--- src/rtl/snek_input_ctrl_if.sv ---
// snek_input_ctrl_if: button/step inputs and direction/press outputs of the snek input stage
interface snek_input_ctrl_if;
   logic [3:0] buttons;
   logic       step;
   logic       game_rst;
   logic [1:0] dir;
   logic [3:0] pressed;
   logic [3:0] press_pulse;
   logic       any_press;
   modport master (output buttons, step, game_rst, input dir, pressed, press_pulse, any_press);
   modport slave (input buttons, step, game_rst, output dir, pressed, press_pulse, any_press);
endinterface

--- src/rtl/snek_input_ctrl.sv ---
// snek_input_ctrl: sync + debounce buttons, turn presses into a tick-committed, non-reversing direction
module snek_input_ctrl #(
   parameter int DEBOUNCE_CYCLES = 250000,
   parameter int CNT_W           = 20
) (
   input logic               clk,
   input logic               rst,
   snek_input_ctrl_if.slave  bus
);
   logic [3:0]       r_sync1, r_sync2, r_pressed, r_pulse;
   logic             r_any;
   logic [CNT_W-1:0] r_cnt [4];
   logic [3:0]       w_mismatch, w_toggle, w_rise;
   logic             r_pend_vld;
   logic [1:0]       r_pend_code, r_dir;
   logic             w_req_vld, w_accept;
   logic [1:0]       w_req_code;

   assign w_mismatch = r_sync2 ^ r_pressed;
   assign w_rise     = w_toggle & ~r_pressed;

   for (genvar g = 0; g < 4; g++) begin : g_deb
      assign w_toggle[g] = w_mismatch[g] && (r_cnt[g] == CNT_W'(DEBOUNCE_CYCLES - 1));
      always_ff @(posedge clk)
         if (rst || !w_mismatch[g] || w_toggle[g]) r_cnt[g] <= '0;
         else r_cnt[g] <= r_cnt[g] + CNT_W'(1);
   end

   always_ff @(posedge clk)
      if (rst) begin
         r_sync1   <= '0;
         r_sync2   <= '0;
         r_pressed <= '0;
         r_pulse   <= '0;
         r_any     <= 1'b0;
      end else begin
         r_sync1   <= bus.buttons;
         r_sync2   <= r_sync1;
         r_pressed <= r_pressed ^ w_toggle;
         r_pulse   <= w_rise;
         r_any     <= |w_rise;
      end

   // priority left > right > up > down
   assign w_req_vld  = |r_pulse;
   assign w_req_code = r_pulse[1] ? 2'd0 : r_pulse[0] ? 2'd1 : r_pulse[2] ? 2'd2 : 2'd3;
   assign w_accept   = bus.step && r_pend_vld && (r_pend_code != (r_dir ^ 2'b01));

   always_ff @(posedge clk)
      if (rst) begin
         r_dir       <= 2'd0;
         r_pend_vld  <= 1'b0;
         r_pend_code <= 2'd0;
      end else if (bus.game_rst) begin
         r_dir      <= 2'd0;
         r_pend_vld <= 1'b0;
      end else begin
         if (w_accept) r_dir <= r_pend_code;
         // a fresh request survives a same-edge step; the step consumed the old pending
         if (w_req_vld) begin
            r_pend_vld  <= 1'b1;
            r_pend_code <= w_req_code;
         end else if (bus.step) r_pend_vld <= 1'b0;
      end

   assign bus.dir         = r_dir;
   assign bus.pressed     = r_pressed;
   assign bus.press_pulse = r_pulse;
   assign bus.any_press   = r_any;
endmodule

--- src/flat_wrapper.sv ---
// flat-port wrapper written by rule: the top's interface ports become plain ports
module snek_input_ctrl_flat 
#(
   parameter int DEBOUNCE_CYCLES = 250000,
   parameter int CNT_W           = 20
)
  (clk, rst, bus_buttons, bus_step, bus_game_rst, bus_dir, bus_pressed, bus_press_pulse, bus_any_press);
  snek_input_ctrl_if bus_i ();
  input logic clk;
  input logic rst;
  input wire logic [$bits(bus_i.buttons)-1:0] bus_buttons;
  input wire logic [$bits(bus_i.step)-1:0] bus_step;
  input wire logic [$bits(bus_i.game_rst)-1:0] bus_game_rst;
  output wire logic [$bits(bus_i.dir)-1:0] bus_dir;
  output wire logic [$bits(bus_i.pressed)-1:0] bus_pressed;
  output wire logic [$bits(bus_i.press_pulse)-1:0] bus_press_pulse;
  output wire logic [$bits(bus_i.any_press)-1:0] bus_any_press;
  assign bus_i.buttons = bus_buttons;
  assign bus_i.step = bus_step;
  assign bus_i.game_rst = bus_game_rst;
  assign bus_dir = bus_i.dir;
  assign bus_pressed = bus_i.pressed;
  assign bus_press_pulse = bus_i.press_pulse;
  assign bus_any_press = bus_i.any_press;
  snek_input_ctrl #(.DEBOUNCE_CYCLES(DEBOUNCE_CYCLES), .CNT_W(CNT_W)) u_core (.clk(clk), .rst(rst), .bus(bus_i));
endmodule
--- config.mk ---
export PLATFORM = sky130hd
export DESIGN_NAME = snek_input_ctrl_flat
export DESIGN_NICKNAME = d
export VERILOG_FILES = /design/src/rtl/snek_input_ctrl_if.sv /design/src/rtl/snek_input_ctrl.sv /design/src/flat_wrapper.sv
export SDC_FILE = /design/constraint.sdc
export NUM_CORES = 1
export LEC_CHECK = 0
export ABC_AREA = 1
export BUFFER_PORTS_ARGS = -buffer_cell sky130_fd_sc_hd__buf_4
export CAP_MARGIN = 20
export CORE_ASPECT_RATIO = 0.6
export CORE_MARGIN = 1.5
export CORE_UTILIZATION = 55
export DETAILED_ROUTE_END_ITERATION = 12
export PLACE_DENSITY = 0.69
export RECOVER_POWER = 100
export SLEW_MARGIN = 20
export SYNTH_ARGS = -nofsm -noshare
export SYNTH_HDL_FRONTEND = slang
export SYNTH_SLANG_ARGS = --single-unit
--- constraint.sdc ---
create_clock -name clk -period 1.7 [get_ports clk]
set_input_delay 0.17 -clock clk [delete_from_list [all_inputs] [get_ports clk]]
set_output_delay 0.17 -clock clk [all_outputs]
set_load 0.005 [all_outputs]
Word-level counts from Yosys, hierarchy flattened

Memory sizes are Yosys's and may differ from the RTL's.
Index checks and enable logic that the tools add are counted.

$add $sub $neg: 4
Eq/ne operators: 5
Muxes and demuxes: 21
Bitwise operators: 10
Reductions and logical operators: 23

Operators with widths:

| operator                | number |
|---|---|
| $add A20 B1 Y20 const B | 4 |
| $eq A20 B18 Y1 const B  | 4 |
| $mux W20                | 4 |
| $mux W1                 | 15 |
| $logic_or A1 B1 Y1      | 8 |
| $reduce_or A4 Y1        | 2 |
| $xor A4 B4 Y4           | 2 |
| $logic_and A1 B1 Y1     | 6 |
| $and A4 B4 Y4           | 1 |
| $logic_not A1 Y1        | 4 |
| $mux W2                 | 2 |
| $not A4 Y4              | 1 |
| $or A1 B1 Y1            | 4 |
| $ne A2 B2 Y1            | 1 |
| $not A1 Y1              | 2 |
| $reduce_and A2 Y1       | 1 |
| $reduce_bool A2 Y1      | 1 |
| $reduce_or A2 Y1        | 1 |

Register bits: 22
RAM bits: 80
Bits of input ports: 8
Output and inout bits: 11
Memories: 1

Memory list:

| name         | words | width | read ports | clocked after Yosys merged registers in | write ports | RTL line              | text |
|---|---|---|---|---|---|---|---|
| u_core.r_cnt | 4     | 20    | 4          | 0                                       | 4           | snek_input_ctrl.sv:12 | `logic [CNT_W-1:0] r_cnt [4];` |

Logic depth before layout (Yosys ltp)

Depth in word-level cells: 7
Gate-level depth with buffers: 11
Mapped depth without buffers: 11

Least setup slack after synthesis

No wires, ideal clock.

Path type: flip-flop to flip-flop
Start point: memory u_core.r_cnt[0][0]
End point: memory u_core.r_cnt[0][14]
Arrival time: 1348 ps
Data required time: 1577 ps
Slack: 229 ps
Cell stages (with the launch flop): 10
Path buffers: 1
Period minus slack after synthesis: 1471 ps
Path through: dfxtp_1 > ha_1 > nand2_1 > nor2_4 > nand3_2 > nor2_2 > nand2_1 > nand3_2 > buf_6 > nor3b_2

RTL lines:

| what            | RTL line |
|---|---|
| start, declared | snek_input_ctrl.sv:12 |

==> flow_summary.json <==
{
  "dieArea_um2": 9720,
  "drive_gt1_share_pct": 15.1,
  "cpLargestDelayFamily": "simple AND/OR/NAND/NOR gates",
  "fin_nets": 743,
  "drc": 0,
  "antenna_found_initial": 0,
  "synth_top_area_share_pct": 40.7,
  "slowest_delay_ps": 340,
  "antenna_cells": 0,
  "worstSetupPathType": "flip-flop to flip-flop",
  "syn-cell-area_um2": 5010,
  "cap_viol_max_count": 0,
  "port_buffers": 18,
  "crit_chain": "ha_1, nand2_1, nor2_4, nand3_1, nor2_2, inv_2, nand2_8, inv_2, o21ai_0, nor2_1",
  "setup_tns_ps": 0,
  "drtIter0Drc": 363,
  "drv_slew": 0,
  "wl_per_cell_um": 12.1,
  "fmax_mhz": 638,
  "min_period_over_period_pct": 92.1,
  "overflow": 0,
  "internal_power_mw": 3.46,
  "num_vias": 4304,
  "sw_frac_of_total_pct": 21.3,
  "synth_compound_area_share_pct": 6.39,
  "muxShareOfSynthArea_pct": 0,
  "multi_input_area_um2": 2510,
  "synth_top_family_by_area": "simple AND/OR/NAND/NOR gates",
  "synth_nets": 711,
  "synthTopCellsByCount": "145 x nand2_1, 121 x nor2_1, 102 x dfxtp_1, 91 x inv_1, 43 x nand3_1",
  "ys_seq_elements": 102,
  "detail-route-antenna-nets": 0,
  "synth_most_common_cell": "nand2_1",
  "seq_power_share_pct": 54.7,
  "cp-end-kind": "flip-flop",
  "grt_max_degree": 21,
  "cp_common_cell": "inv_2",
  "synthSimpleGateAreaFrac_pct": 38.6,
  "ys_top_cells_by_area": "dfxtp_1 41%, nand2_1 11%, nor2_1 9.1%",
  "synth_cell_types": 35,
  "critical_path.max_fanout": 10,
  "clkPwrFrac_pct": 43.6,
  "initial_core_util_pct": 57.7,
  "setup_viol": 0,
  "area_growth_pct": 11.3,
  "ir_drop_mv": 0.604,
  "p_switching_mw": 0.938,
  "die_x_um": 126,
  "avgSynthCellArea_um2": 7.17,
  "seq_area_um2": 2050,
  "required_ps": 1930,
  "slowest_stage": "dfxtp_2",
  "hold_violations": 0,
  "dp_slack_ps": 72.8,
  "yosys.area.top_type": "dfxtp_1",
  "grt_pass1_vias": 3835,
  "power_density_nw_per_um2": 789,
  "fin_skew_ps": 6.74,
  "clock_path_buffers": 2,
  "combPwrFrac_pct": 1.7,
  "clkLatencyLatePin_ps": 340,
  "place.gp.congestion": 0.827,
  "maxSlewHeadroom_pct": 61.4,
  "finalWorstSetupSlack_ps": 134,
  "dp_hpwl_um": 7820,
  "cp.arrival_ps": 1790,
  "hp-class": "primary input to flip-flop",
  "clk_pin_slew_ps": 70,
  "async_flop_share_pct": 0,
  "yosys.area_share.adder_pct": 0.998,
  "grt_util_all_layers_pct": 22.4,
  "ctsHoldBuffers": 0,
  "die_height_um": 77.0,
  "fp-row-count": 26,
  "cts.htree.levels": 3,
  "ys.flop_type": "dfxtp_1",
  "outcome": "finished, final reports clean",
  "grt_setup_unrepaired": "false",
  "ys_warn_count": 0,
  "p_leak_nw": 1.92,
  "period_minus_slack_ps": 1570,
  "core-area_um2": 8690,
  "cts-root-buf": "clkbuf_16",
  "first_pass_iters": 5,
  "critPathLaunchType": "flip-flop",
  "vias_per_cell": 5.08,
  "ys_seq_area_share_pct": 40.7,
  "cts_tree": "done",
  "wirelength_um": 10300,
  "clock-sinks": 102,
  "crit_buf_inv": 2,
  "cts_made_buffers": 9,
  "synthCells": 699,
  "grt_pass1_wl_um": 17600,
  "io_pins": 19,
  "synth_xor_xnor_area_share_pct": 4.19,
  "fill_cells": 789,
  "tightest_slew_ps": 580,
  "synth_edf_count": 0
}
-- routing by layer --
| metal | wire (um) | share of wire (%) | global-route usage, % |
|---|---|---|---|
| met1 | 5590 | 54 | 33.8 |
| met2 | 4130 | 40 | 32.4 |
| met3 | 494 | 4.8 | 4.75 |
| met4 | 81 | 0.79 | 5.06 |
| met5 | 0 | 0 | 0 |
-- final timing paths --
| kind | end | cells past startpoint | startpoint | slack [ps] |
|---|---|---|---|---|
| setup / recovery | u_core.r_cnt[3][19] | 10 | u_core.r_cnt[3][0] | 130 |
| hold / removal | u_core.r_sync1[3] | 3 | bus_buttons[3] | 20 |
| setup reg to reg | u_core.r_cnt[3][19] | 10 | u_core.r_cnt[3][0] | 130 |
| hold reg to reg | u_core.r_sync2[0] | 2 | u_core.r_sync1[0] | 400 |
-- worst reg2reg max path, stage by stage, from the launching register on --
cell and delay, ps:
dfxtp_2 340, ha_1 170, nand2_1 100, nor2_4 160, nand3_1 100, nor2_2 170, inv_2 90, nand2_8 100
inv_2 90, o21ai_0 80, nor2_1 60
-- cells in the final DEF, fill, tap and decap left out, types with 2 or more instances in the layout --
master / count
clkinv_2: 2
nor2_2: 12
ha_1: 3
nor3_2: 8
nor2_1: 123
dfxtp_2: 3
nor3b_2: 4
nand3_1: 44
clkbuf_16: 9
clkbuf_4: 12
o21ai_1: 3
nand3_2: 6
o21ai_0: 17
xnor2_1: 7
clkbuf_1: 6
inv_1: 91
nand4_1: 11
inv_2: 12
dfxtp_1: 99
clkinv_4: 2
nor3b_1: 4
nor3_1: 16
nor2_4: 14
a31oi_1: 2
nand2_1: 145
nor4_1: 2
nand2_2: 5
buf_4: 10
xor2_1: 17
a21oi_2: 2
a21oi_1: 32
-- power by group through the flow --
stage                     logic, mW  registers (mW)  clock network (mW)
after floorplan              0.0480            2.46                   0
after global placement       0.0720            2.46                   0
after detailed placement     0.0747            2.46                   0
after CTS                    0.0749            2.41                1.96
after global routing         0.0865            2.41                2.06
final                        0.0764            2.41                1.92
-- per-stage QoR --
step	hold slack (ps)	cell area [um^2]	std cells	util [%]	power, mW
4_1_cts	18.1	5560	843	64.0	4.44
6_report	21.4	5580	848	64.2	4.40
3_5_place_dp	377	5280	827	60.8	2.54
2_1_floorplan	277	5010	699	-	2.51
3_3_place_gp	370	5280	827	60.8	2.53
5_1_grt	37.4	5580	848	64.2	4.55
-- cells by family after synthesis --
kind of cell	after synthesis
flops	102
simple gates	399
buf+inv	112
fa+ha+maj	4
xor+xnor	24
compound gates	58
-- registers in the layout, indices dropped and copies added (netlist names), named ones only --
signal and cells:
u_core.r_cnt 80, u_core.bus.press_pulse 4, u_core.r_sync1 4, u_core.r_sync2 4, u_core.bus.dir 2, u_core.r_pend_code 2, u_core.bus.any_press 1, u_core.r_pend_vld 1
-- cell type report --
cell class / instances / share of cell area, %
clock buffer: 11 / 4.35
timing repair buffer: 28 / 3.65
sequential: 102 / 36.7
multi-input combinational: 485 / 45.0
inverter: 105 / 7.20
clock inverter: 5 / 0.628
tap: 112 / 2.51
-- repair_timing --
| action | 4_1_cts | 5_1_grt |
|---|---|---|
| endpoints found under the setup margin | 0 | 31 |
| gates resized for setup | 0 | 12 |
| setup buffers | 0 | 5 |
| endpoints found under the hold margin | 0 | 0 |
(Power assumes the default switching activity.)
